[src/rtl/wb_arbiter_2m_pkg.sv]
// Shared types and helpers for the two-master Wishbone arbiter.
package wb_arbiter_2m_pkg;

  // Arbiter FSM states: nobody granted, master 0 granted, master 1 granted.
  typedef enum logic [1:0] {
    ST_IDLE = 2'd0,
    ST_GNT0 = 2'd1,
    ST_GNT1 = 2'd2
  } arb_state_t;

  // Master index constants, also the encoding of the last-grant register.
  localparam logic MST0 = 1'b0;
  localparam logic MST1 = 1'b1;

  // Round-robin pick from IDLE: a lone requester wins; on a tie the master
  // that was not granted last wins.
  function automatic logic grant_pick(input logic cyc0, input logic cyc1,
                                      input logic last);
    logic pick;
    if (cyc0 && cyc1) begin
      pick = ~last;
    end else if (cyc0) begin
      pick = MST0;
    end else begin
      pick = MST1;
    end
    return pick;
  endfunction

endpackage

[src/rtl/wb_arbiter_2m_if.sv]
// Wishbone classic bus bundle: one master-side view and one slave-side view.
// err and gnt carry the arbiter's watchdog error and bus-ownership indication.
interface wb_arbiter_2m_if #(
  parameter int ADR_W = 16,
  parameter int DAT_W = 32
);
  logic             cyc;
  logic             stb;
  logic             we;
  logic [ADR_W-1:0] adr;
  logic [DAT_W-1:0] dat_w;
  logic [DAT_W-1:0] dat_r;
  logic             ack;
  logic             err;
  logic             gnt;

  modport master (
    output cyc, stb, we, adr, dat_w,
    input  dat_r, ack, err, gnt
  );

  modport slave (
    input  cyc, stb, we, adr, dat_w,
    output dat_r, ack, err, gnt
  );
endinterface

[src/rtl/wb_arbiter_2m_watchdog.sv]
// Stall watchdog: counts consecutive strobed-but-unacknowledged cycles and
// flags the TIMEOUT-th one. The counter saturates and never wraps.
module wb_arbiter_2m_watchdog #(
  parameter int TIMEOUT = 16
) (
  input  logic clk,
  input  logic rst,
  input  logic clear,
  input  logic enable,
  output logic timeout
);
  localparam int CNT_W = (TIMEOUT > 0) ? $clog2(TIMEOUT + 1) : 1;
  localparam logic [CNT_W-1:0] LAST_CNT = CNT_W'(TIMEOUT - 1);
  localparam logic [CNT_W-1:0] CNT_MAX  = {CNT_W{1'b1}};

  logic [CNT_W-1:0] wd_cnt;

  // Stall counter: clear has priority, then a saturating increment.
  always_ff @(posedge clk or posedge rst) begin
    if (rst) begin
      wd_cnt <= '0;
    end else if (clear) begin
      wd_cnt <= '0;
    end else if (enable && (wd_cnt != CNT_MAX)) begin
      wd_cnt <= wd_cnt + CNT_W'(1);
    end else begin
      wd_cnt <= wd_cnt;
    end
  end

  // The flagged cycle is the one whose stall would be the TIMEOUT-th.
  assign timeout = enable && (wd_cnt == LAST_CNT);

endmodule

[src/rtl/wb_arbiter_2m.sv]
// Two-master / one-slave Wishbone classic arbiter. Round-robin grant held for
// the whole CYC, one-cycle arbitration latency, watchdog-terminated stalls.
module wb_arbiter_2m
  import wb_arbiter_2m_pkg::*;
#(
  parameter int ADR_W   = 16,
  parameter int DAT_W   = 32,
  parameter int TIMEOUT = 16
) (
  input logic             clk,
  input logic             rst,
  wb_arbiter_2m_if.slave  m0,
  wb_arbiter_2m_if.slave  m1,
  wb_arbiter_2m_if.master s
);
  arb_state_t state_r;
  arb_state_t state_nxt;
  logic       last_r;
  logic       gnt0;
  logic       gnt1;
  logic       wd_timeout;
  logic       wd_enable;
  logic       wd_clear;

  logic             mux_cyc;
  logic             mux_stb;
  logic             mux_we;
  logic [ADR_W-1:0] mux_adr;
  logic [DAT_W-1:0] mux_dat;

  // State and last-grant registers; last follows whichever master is entered.
  always_ff @(posedge clk or posedge rst) begin
    if (rst) begin
      state_r <= ST_IDLE;
      last_r  <= MST1;
    end else begin
      state_r <= state_nxt;
      if (state_nxt == ST_GNT0) begin
        last_r <= MST0;
      end else if (state_nxt == ST_GNT1) begin
        last_r <= MST1;
      end else begin
        last_r <= last_r;
      end
    end
  end

  // Next-state: no preemption; on release hand straight over if the other
  // master is waiting; a watchdog timeout always drops back to IDLE.
  always_comb begin
    state_nxt = state_r;
    case (state_r)
      ST_IDLE: begin
        if (m0.cyc || m1.cyc) begin
          state_nxt = (grant_pick(m0.cyc, m1.cyc, last_r) == MST0) ? ST_GNT0 : ST_GNT1;
        end else begin
          state_nxt = ST_IDLE;
        end
      end
      ST_GNT0: begin
        if (wd_timeout) begin
          state_nxt = ST_IDLE;
        end else if (!m0.cyc) begin
          state_nxt = m1.cyc ? ST_GNT1 : ST_IDLE;
        end else begin
          state_nxt = ST_GNT0;
        end
      end
      ST_GNT1: begin
        if (wd_timeout) begin
          state_nxt = ST_IDLE;
        end else if (!m1.cyc) begin
          state_nxt = m0.cyc ? ST_GNT0 : ST_IDLE;
        end else begin
          state_nxt = ST_GNT1;
        end
      end
      default: state_nxt = ST_IDLE;
    endcase
  end

  assign gnt0 = (state_r == ST_GNT0);
  assign gnt1 = (state_r == ST_GNT1);

  // Slave-side mux, gated by the registered grant so reset silences it at once.
  always_comb begin
    mux_cyc = 1'b0;
    mux_stb = 1'b0;
    mux_we  = 1'b0;
    mux_adr = '0;
    mux_dat = '0;
    if (gnt0) begin
      mux_cyc = m0.cyc;
      mux_stb = m0.stb;
      mux_we  = m0.we;
      mux_adr = m0.adr;
      mux_dat = m0.dat_w;
    end else if (gnt1) begin
      mux_cyc = m1.cyc;
      mux_stb = m1.stb;
      mux_we  = m1.we;
      mux_adr = m1.adr;
      mux_dat = m1.dat_w;
    end else begin
      mux_cyc = 1'b0;
    end
  end

  assign s.cyc   = mux_cyc;
  assign s.stb   = mux_stb;
  assign s.we    = mux_we;
  assign s.adr   = mux_adr;
  assign s.dat_w = mux_dat;

  // Return path: read data broadcast, ack/err only to the owner.
  assign m0.dat_r = s.dat_r;
  assign m1.dat_r = s.dat_r;
  assign m0.ack   = gnt0 & s.ack;
  assign m1.ack   = gnt1 & s.ack;
  assign m0.err   = gnt0 & wd_timeout;
  assign m1.err   = gnt1 & wd_timeout;
  assign m0.gnt   = gnt0;
  assign m1.gnt   = gnt1;

  // A stall is a strobe without ack; any gap, ack or ownership change restarts.
  assign wd_enable = mux_stb & ~s.ack;
  assign wd_clear  = ~wd_enable | (state_nxt != state_r);

  generate
    if (TIMEOUT > 0) begin : g_wd
      wb_arbiter_2m_watchdog #(.TIMEOUT(TIMEOUT)) u_wd (
        .clk     (clk),
        .rst     (rst),
        .clear   (wd_clear),
        .enable  (wd_enable),
        .timeout (wd_timeout)
      );
    end else begin : g_no_wd
      assign wd_timeout = 1'b0;
    end
  endgenerate

endmodule

[src/flat_wrapper.sv]
// flat-port wrapper written by rule: the top's interface ports become plain ports
module wb_arbiter_2m_flat import wb_arbiter_2m_pkg::*;
#(
  parameter int ADR_W   = 16,
  parameter int DAT_W   = 32,
  parameter int TIMEOUT = 16
)
  (clk, rst, m0_cyc, m0_stb, m0_we, m0_adr, m0_dat_w, m0_dat_r, m0_ack, m0_err, m0_gnt, m1_cyc, m1_stb, m1_we, m1_adr, m1_dat_w, m1_dat_r, m1_ack, m1_err, m1_gnt, s_cyc, s_stb, s_we, s_adr, s_dat_w, s_dat_r, s_ack, s_err, s_gnt);
  wb_arbiter_2m_if #(.ADR_W(ADR_W), .DAT_W(DAT_W)) m0_i ();
  wb_arbiter_2m_if #(.ADR_W(ADR_W), .DAT_W(DAT_W)) m1_i ();
  wb_arbiter_2m_if #(.ADR_W(ADR_W), .DAT_W(DAT_W)) s_i ();
  input logic clk;
  input logic rst;
  input wire logic [$bits(m0_i.cyc)-1:0] m0_cyc;
  input wire logic [$bits(m0_i.stb)-1:0] m0_stb;
  input wire logic [$bits(m0_i.we)-1:0] m0_we;
  input wire logic [$bits(m0_i.adr)-1:0] m0_adr;
  input wire logic [$bits(m0_i.dat_w)-1:0] m0_dat_w;
  output wire logic [$bits(m0_i.dat_r)-1:0] m0_dat_r;
  output wire logic [$bits(m0_i.ack)-1:0] m0_ack;
  output wire logic [$bits(m0_i.err)-1:0] m0_err;
  output wire logic [$bits(m0_i.gnt)-1:0] m0_gnt;
  input wire logic [$bits(m1_i.cyc)-1:0] m1_cyc;
  input wire logic [$bits(m1_i.stb)-1:0] m1_stb;
  input wire logic [$bits(m1_i.we)-1:0] m1_we;
  input wire logic [$bits(m1_i.adr)-1:0] m1_adr;
  input wire logic [$bits(m1_i.dat_w)-1:0] m1_dat_w;
  output wire logic [$bits(m1_i.dat_r)-1:0] m1_dat_r;
  output wire logic [$bits(m1_i.ack)-1:0] m1_ack;
  output wire logic [$bits(m1_i.err)-1:0] m1_err;
  output wire logic [$bits(m1_i.gnt)-1:0] m1_gnt;
  output wire logic [$bits(s_i.cyc)-1:0] s_cyc;
  output wire logic [$bits(s_i.stb)-1:0] s_stb;
  output wire logic [$bits(s_i.we)-1:0] s_we;
  output wire logic [$bits(s_i.adr)-1:0] s_adr;
  output wire logic [$bits(s_i.dat_w)-1:0] s_dat_w;
  input wire logic [$bits(s_i.dat_r)-1:0] s_dat_r;
  input wire logic [$bits(s_i.ack)-1:0] s_ack;
  input wire logic [$bits(s_i.err)-1:0] s_err;
  input wire logic [$bits(s_i.gnt)-1:0] s_gnt;
  assign m0_i.cyc = m0_cyc;
  assign m0_i.stb = m0_stb;
  assign m0_i.we = m0_we;
  assign m0_i.adr = m0_adr;
  assign m0_i.dat_w = m0_dat_w;
  assign m0_dat_r = m0_i.dat_r;
  assign m0_ack = m0_i.ack;
  assign m0_err = m0_i.err;
  assign m0_gnt = m0_i.gnt;
  assign m1_i.cyc = m1_cyc;
  assign m1_i.stb = m1_stb;
  assign m1_i.we = m1_we;
  assign m1_i.adr = m1_adr;
  assign m1_i.dat_w = m1_dat_w;
  assign m1_dat_r = m1_i.dat_r;
  assign m1_ack = m1_i.ack;
  assign m1_err = m1_i.err;
  assign m1_gnt = m1_i.gnt;
  assign s_cyc = s_i.cyc;
  assign s_stb = s_i.stb;
  assign s_we = s_i.we;
  assign s_adr = s_i.adr;
  assign s_dat_w = s_i.dat_w;
  assign s_i.dat_r = s_dat_r;
  assign s_i.ack = s_ack;
  assign s_i.err = s_err;
  assign s_i.gnt = s_gnt;
  wb_arbiter_2m #(.ADR_W(ADR_W), .DAT_W(DAT_W), .TIMEOUT(TIMEOUT)) u_core (.clk(clk), .rst(rst), .m0(m0_i), .m1(m1_i), .s(s_i));
endmodule
[config.mk]
export PLATFORM = sky130hd
export DESIGN_NAME = wb_arbiter_2m_flat
export DESIGN_NICKNAME = d
export VERILOG_FILES = /design/src/rtl/wb_arbiter_2m_pkg.sv /design/src/rtl/wb_arbiter_2m_if.sv /design/src/rtl/wb_arbiter_2m_watchdog.sv /design/src/rtl/wb_arbiter_2m.sv /design/src/flat_wrapper.sv
export SDC_FILE = /design/constraint.sdc
export NUM_CORES = 1
export LEC_CHECK = 0
export CAP_MARGIN = 20
export CORE_AREA = 3 3 100 102
export CTS_CLUSTER_DIAMETER = 80
export DETAILED_ROUTE_END_ITERATION = 7
export DIE_AREA = 0 0 103 105
export PLACE_DENSITY = 0.67
export SLEW_MARGIN = 10
export SYNTH_ARGS = -nofsm -noshare
export SYNTH_HDL_FRONTEND = slang
export SYNTH_SLANG_ARGS = --single-unit
export TNS_END_PERCENT = 30
[constraint.sdc]
create_clock -name clk -period 2.2 [get_ports clk]
set_input_delay 0.33 -clock clk [delete_from_list [all_inputs] [get_ports clk]]
set_output_delay 0.33 -clock clk [all_outputs]
set_load 0.005 [all_outputs]
* After elaboration in Yosys (flattened, before gate mapping)
Index checks and enable logic that the tools add are counted.
Storage, ports and cells: memories 0, bits in read-only memories 0, output and inout bits 121, latch bits 0, register bits after elaboration 8, bits of input ports 139, RAM bits 0, word-level logic and storage cells 54
Operators by class: order comparisons 0, shifts and indexed selects 0, multipliers 0, multiplexer cells 27, bitwise operators 9, add/subtract/negate cells 1, reductions and logical operators 7, equal/unequal tests 7, divide/modulo/power cells 0
Operators by type and width (number):
- $mux W32 | 2
- $mux W16 | 2
- $mux W2 | 7
- $mux W1 | 13
- $mux W5 | 2
- $pmux W2 S3 | 1
- $add A5 B1 Y5 const B | 1
- $and A1 B1 Y1 | 5
- $eq A5 B4 Y1 const B | 1
- $ne A5 B5 Y1 const B | 1
- $eq A2 B1 Y1 const B | 2
- $eq A2 B2 Y1 const B | 2
- $reduce_bool A2 Y1 | 2
- $logic_and A1 B1 Y1 | 3
- $not A1 Y1 | 3
- $logic_not A2 Y1 | 1
- $ne A2 B2 Y1 | 1
- $logic_or A1 B1 Y1 | 1
- $or A1 B1 Y1 | 1

* Longest topological paths before layout
word-level depth 10, gate-level depth with buffers 8, mapped depth without buffers 8

* By module
Synthesis repeated with hierarchy kept, for this count alone.
Unflattened totals: cell total of the unflattened synthesis 189, area total of the unflattened synthesis 1660.3 um^2
By module, submodules not included:
- wb_arbiter_2m | sequential area each 76.3 um^2, times used 1, area each 1376.3 um^2, cells an instance 163
- wb_arbiter_2m_watchdog | sequential area each 125.1 um^2, times used 1, area each 284.0 um^2, cells an instance 26

* Worst setup path after synthesis
OpenSTA, ideal clock, no wires.
path kind flip-flop to flip-flop, start point reg u_core.g_wd.u_wd.wd_cnt[0], end point reg u_core.last_r, slack 0.156 ns, path buffers 0, required time 2.125 ns, arrival 1.970 ns, cell stages (with the launch flop) 9, library setup time 0.075 ns, cells stage by stage dfrtp_1 ha_1 and3_1 ha_1 and4b_1 nor3b_1 o211ai_1 ha_1 mux2i_1
On the way: cells in the longest elaborated chain, start to end 6
Ends and longest elaborated chain:
- start: declaration | line wb_arbiter_2m_watchdog.sv:16 | logic [CNT_W-1:0] wd_cnt;
- start signal: assignment | line wb_arbiter_2m_watchdog.sv:25 | wd_cnt <= wd_cnt + CNT_W'(1);
- start signal: assignment | line wb_arbiter_2m_watchdog.sv:27 | wd_cnt <= wd_cnt;
- $eq A5 B4 Y1 (*) | line wb_arbiter_2m_watchdog.sv:32 | assign timeout = enable && (wd_cnt == LAST_CNT);
- $logic_and A1 B1 Y1 (*) | line wb_arbiter_2m_watchdog.sv:32
- $mux W2 (on tied branches) | line wb_arbiter_2m.sv:70, wb_arbiter_2m.sv:61
- $pmux W2 S3 (*) | line wb_arbiter_2m.sv:52 | case (state_r)
- $eq A2 B1 Y1 or $eq A2 B2 Y1 (tied branches) | line wb_arbiter_2m.sv:38, wb_arbiter_2m.sv:40
- $mux W1 or $reduce_bool A2 Y1 (tied branches)
- end signal: assignment | line wb_arbiter_2m.sv:43 | last_r <= last_r;
- end: declaration | line wb_arbiter_2m.sv:18 | logic last_r;
Mark *: on every way between the ends. The rest lies on a longest branch, timed or not. A chain may end at the register's enable or synchronous reset.

* Worst setup path in the final report
start point reg u_core.state_r[0], end point out s_dat_w[6]
On the way: cells in the longest elaborated chain, start to end 3
Ends and longest elaborated chain:
- start: declaration | line wb_arbiter_2m.sv:16 | arb_state_t state_r;
- start signal: assignment | line wb_arbiter_2m.sv:37 | state_r <= state_nxt;
- $eq A2 B2 Y1 | line wb_arbiter_2m.sv:83 | assign gnt1 = (state_r == ST_GNT1);
- $mux W32 | line wb_arbiter_2m.sv:98 | end else if (gnt1) begin
- $mux W32 (*) | line wb_arbiter_2m.sv:92 | if (gnt0) begin
- end: declaration | line flat_wrapper.sv:36 | output wire logic [$bits(s_i.dat_w)-1:0] s_dat_w;
Marked as above.

==> flow_summary_export.csv <==
group,metric,value,unit
finish,nets,427,
hold_path,min_path_type,"primary input to asynchronous set/reset pin",
route,antenna_left,0,
pwr,ir_worst_vdd,381,uV
finish,finalInstanceArea,3020,sq um
worst_setup_path,path_delay_family,"buffers and inverters",
global_route,grt-ovfl-total,0,
sta,hold_viol,0,
yosys,syn_area,1590,sq um
yosys,syn_nets,325,
pwr,total_power,1.59,mW
flow_run,drv_cap,0,
clock_network,clk_latency,230,ps
yosys,synth.top_cell.area_share,0.306,
worst_setup_path,crit_buf_inv,2,
yosys,yosysMostFrequentCell,"buf_4",
route,dr_total_vias,1728,
global_route,grt_pass1_wl,9730,um
sta,rsz0062_at_grt,"true",
global_route,grt_pass1_vias,1726,
clock_network,htreeDepth,1,
yosys,synthesis.instances,182,
worst_setup_path,cp_slowest_cell,"clkdlybuf4s50_1",
clock_network,clock-sinks,8,
floorplan,std_cell_rows,35,
worst_setup_path,critPathLaunchType,"flip-flop",
worst_setup_path,cp_cell_sequence,"nor2b_4 -> buf_12 -> a22o_1 -> clkdlybuf4s50_1",
place,place_area,2900,sq um
finish,antenna_cells,0,
sta,period_minus_slack,2150,ps
floorplan,die_w,103,um
worst_setup_path,r2r-start,"u_core.g_wd.u_wd.wd_cnt[0]",
route,detail_route.vias_per_cell,4.39,
route,wl_per_cell,18.5,um
worst_setup_path,cp.arrival,1820,ps
sta,fin_skew,0.791,ps
yosys,synth_common_cells,"buf_4 (65), a22o_1 (49), buf_2 (10)",
yosys,synth_edf_count,0,
route,drc,0,
worst_setup_path,crit_path_end_kind,"primary output",
finish,drive_gt1_frac,0.134,
yosys,synth_flop_cell,"dfrtp_1",
floorplan,core-area,9200,sq um
yosys,syn_area_per_cell,8.76,sq um
sta,worst_pin_slew,363,ps
route,firstDrtPassIters,4,
floorplan,pin_count,260,
pwr,p_per_area,529,nW/um^2
sta,fin_crit_sh,0.978,
worst_setup_path,reg2reg_setup_slack,100,ps
global_route,grt_use_total,0.114,
route,drt_iter0_markers,25,
yosys,synth_top_area_cell,"buf_4",
floorplan,initial_core_util,0.173,
worst_setup_path,crit_start,"u_core.state_r[0]",
finish,area_growth,89.2,%
worst_setup_path,path_max_fanout,28,
route,wl,7290,um
clock_network,cts_tree,"built",
yosys,synthArstFlopShare,1.00,
worst_setup_path,crit_required,1870,ps
route,wl_met3,805,um
sta,setup_viol,0,
pwr,p_leak,1.23,nW
yosys,synth_seq_cells,8,
clock_network,clockBufferDepth,2,
clock_network,cts_buffers,3,
status,status,"finished, final reports clean",
global_route,grt_start_max_net_pins,56,
floorplan,die_area,10800,sq um
worst_setup_path,max_stage_delay,510,ps
place,gp_congestion,0.735,
clock_network,path_clk_slew,40,ps
route,drt-met1-wl,2800,um
yosys,ys_warn_count,0,
global_route,antenna_found_initial,0,
yosys,synth_area_leaders,"buf_4 (31%), a22o_1 (27%), dfrtp_1 (11%), a211oi_2 (3.9%), buf_2 (3.1%)",
sta,maxSlewHeadroom,0.758,
sta,fmax,465,MHz
floorplan,die_h,105,um
place,io_buffers,161,
route,highest-signal-layer,"met4",
sta,maxSlewViolCount,0,
clock_network,root_buffer,"clkbuf_8",
yosys,synth_cell_types,37,
worst_setup_path,crit_type,"flip-flop to primary output",
clock_network,postCtsHoldBufs,0,
route,met2_length,3620,um
place,place_hpwl,5740,um
yosys,synth-seq-area-share,0.126,
[stage by stage]
step / hold slack [ps] / setup slack [ps] / utilization / std cells / TNS (ps)
2_1_floorplan: 145 / 156 / - / 182 / 0
3_3_place_gp: 462 / 85.7 / 0.316 / 387 / 0
3_5_place_dp: 466 / 25.8 / 0.316 / 387 / 0
4_1_cts: 381 / -10.7 / 0.321 / 391 / -17.1
5_1_grt: 397 / -46.6 / 0.328 / 394 / -213
6_report: 366 / 48.7 / 0.328 / 394 / 0
[path summary, 6_finish.rpt]
path | to | cells after the start
hold / removal | u_core.g_wd.u_wd.wd_cnt[1] | 2
setup reg to reg | u_core.last_r | 8
max in group asynchronous | u_core.last_r | 2
setup / recovery | s_dat_w[6] | 4
hold reg to reg | u_core.last_r | 2
min in group clk | u_core.last_r | 2
[power breakdown]
part,switching [mW],internal [mW]
Clock,0.0650,0.126
Combinational,0.427,0.788
Sequential,0.0194,0.169
[area by class of cell]
cell class | instances | area, sq um
clock buffer | 4 | 45.0
fill | 959 | 6180
inverter | 4 | 15.0
multi-input combinational | 94 | 865
sequential | 8 | 203
tap | 111 | 139
timing repair buffer | 173 | 1750
[routing by layer]
metal  track usage  vias to the layer above
met1         0.134                      787
met4        0.0213                        0
li1              -                      807
met5             0                        -
met2         0.199                      126
met3        0.0367                        8
[state kept, by name, summed over array words and instances (netlist names)]
name / flops
u_core.g_wd.u_wd.wd_cnt: 5
u_core.last_r: 1
u_core.state_r: 2
[cells in the final DEF, fill, tap and decap left out, types with 2 or more instances in the layout]
master           count
dlygate4sd2_1        2
and2_1               2
nand2_1              3
a211oi_2             5
clkdlybuf4s50_1    157
mux2i_1              2
buf_12               2
dlymetal6s2s_1       2
a22o_1              49
clkbuf_8             3
nor2b_4              2
ha_1                 3
buf_4                8
inv_1                4
and4b_2              2
xor2_1               2
dfrtp_1              6
[cell families after synthesis]
family,count (synthesis),share of synthesized area
AO/OA/AOI/OAI,62,0.353
buffers and inverters,80,0.354
flip-flops,8,0.126
XOR/XNOR,3,0.0165
AND/OR/NAND/NOR,22,0.0989
adder cells (fa/ha/maj),4,0.0314
multiplexers,3,0.0196
[worst reg2reg max path, stage by stage (launching register included)]
cell	delay, ps
dfrtp_1	390
ha_1	220
and3_4	190
ha_2	190
and4b_2	230
a211o_1	250
a21boi_2	150
ha_1	250
mux2i_1	150
[repair_timing]
action,in CTS,in global routing
setup endpoints to repair,25,44
setup buffers,0,2
gates cloned,0,1
gates resized for setup,4,8
pin swaps,0,2
Power figures use the tool's default switching activity.
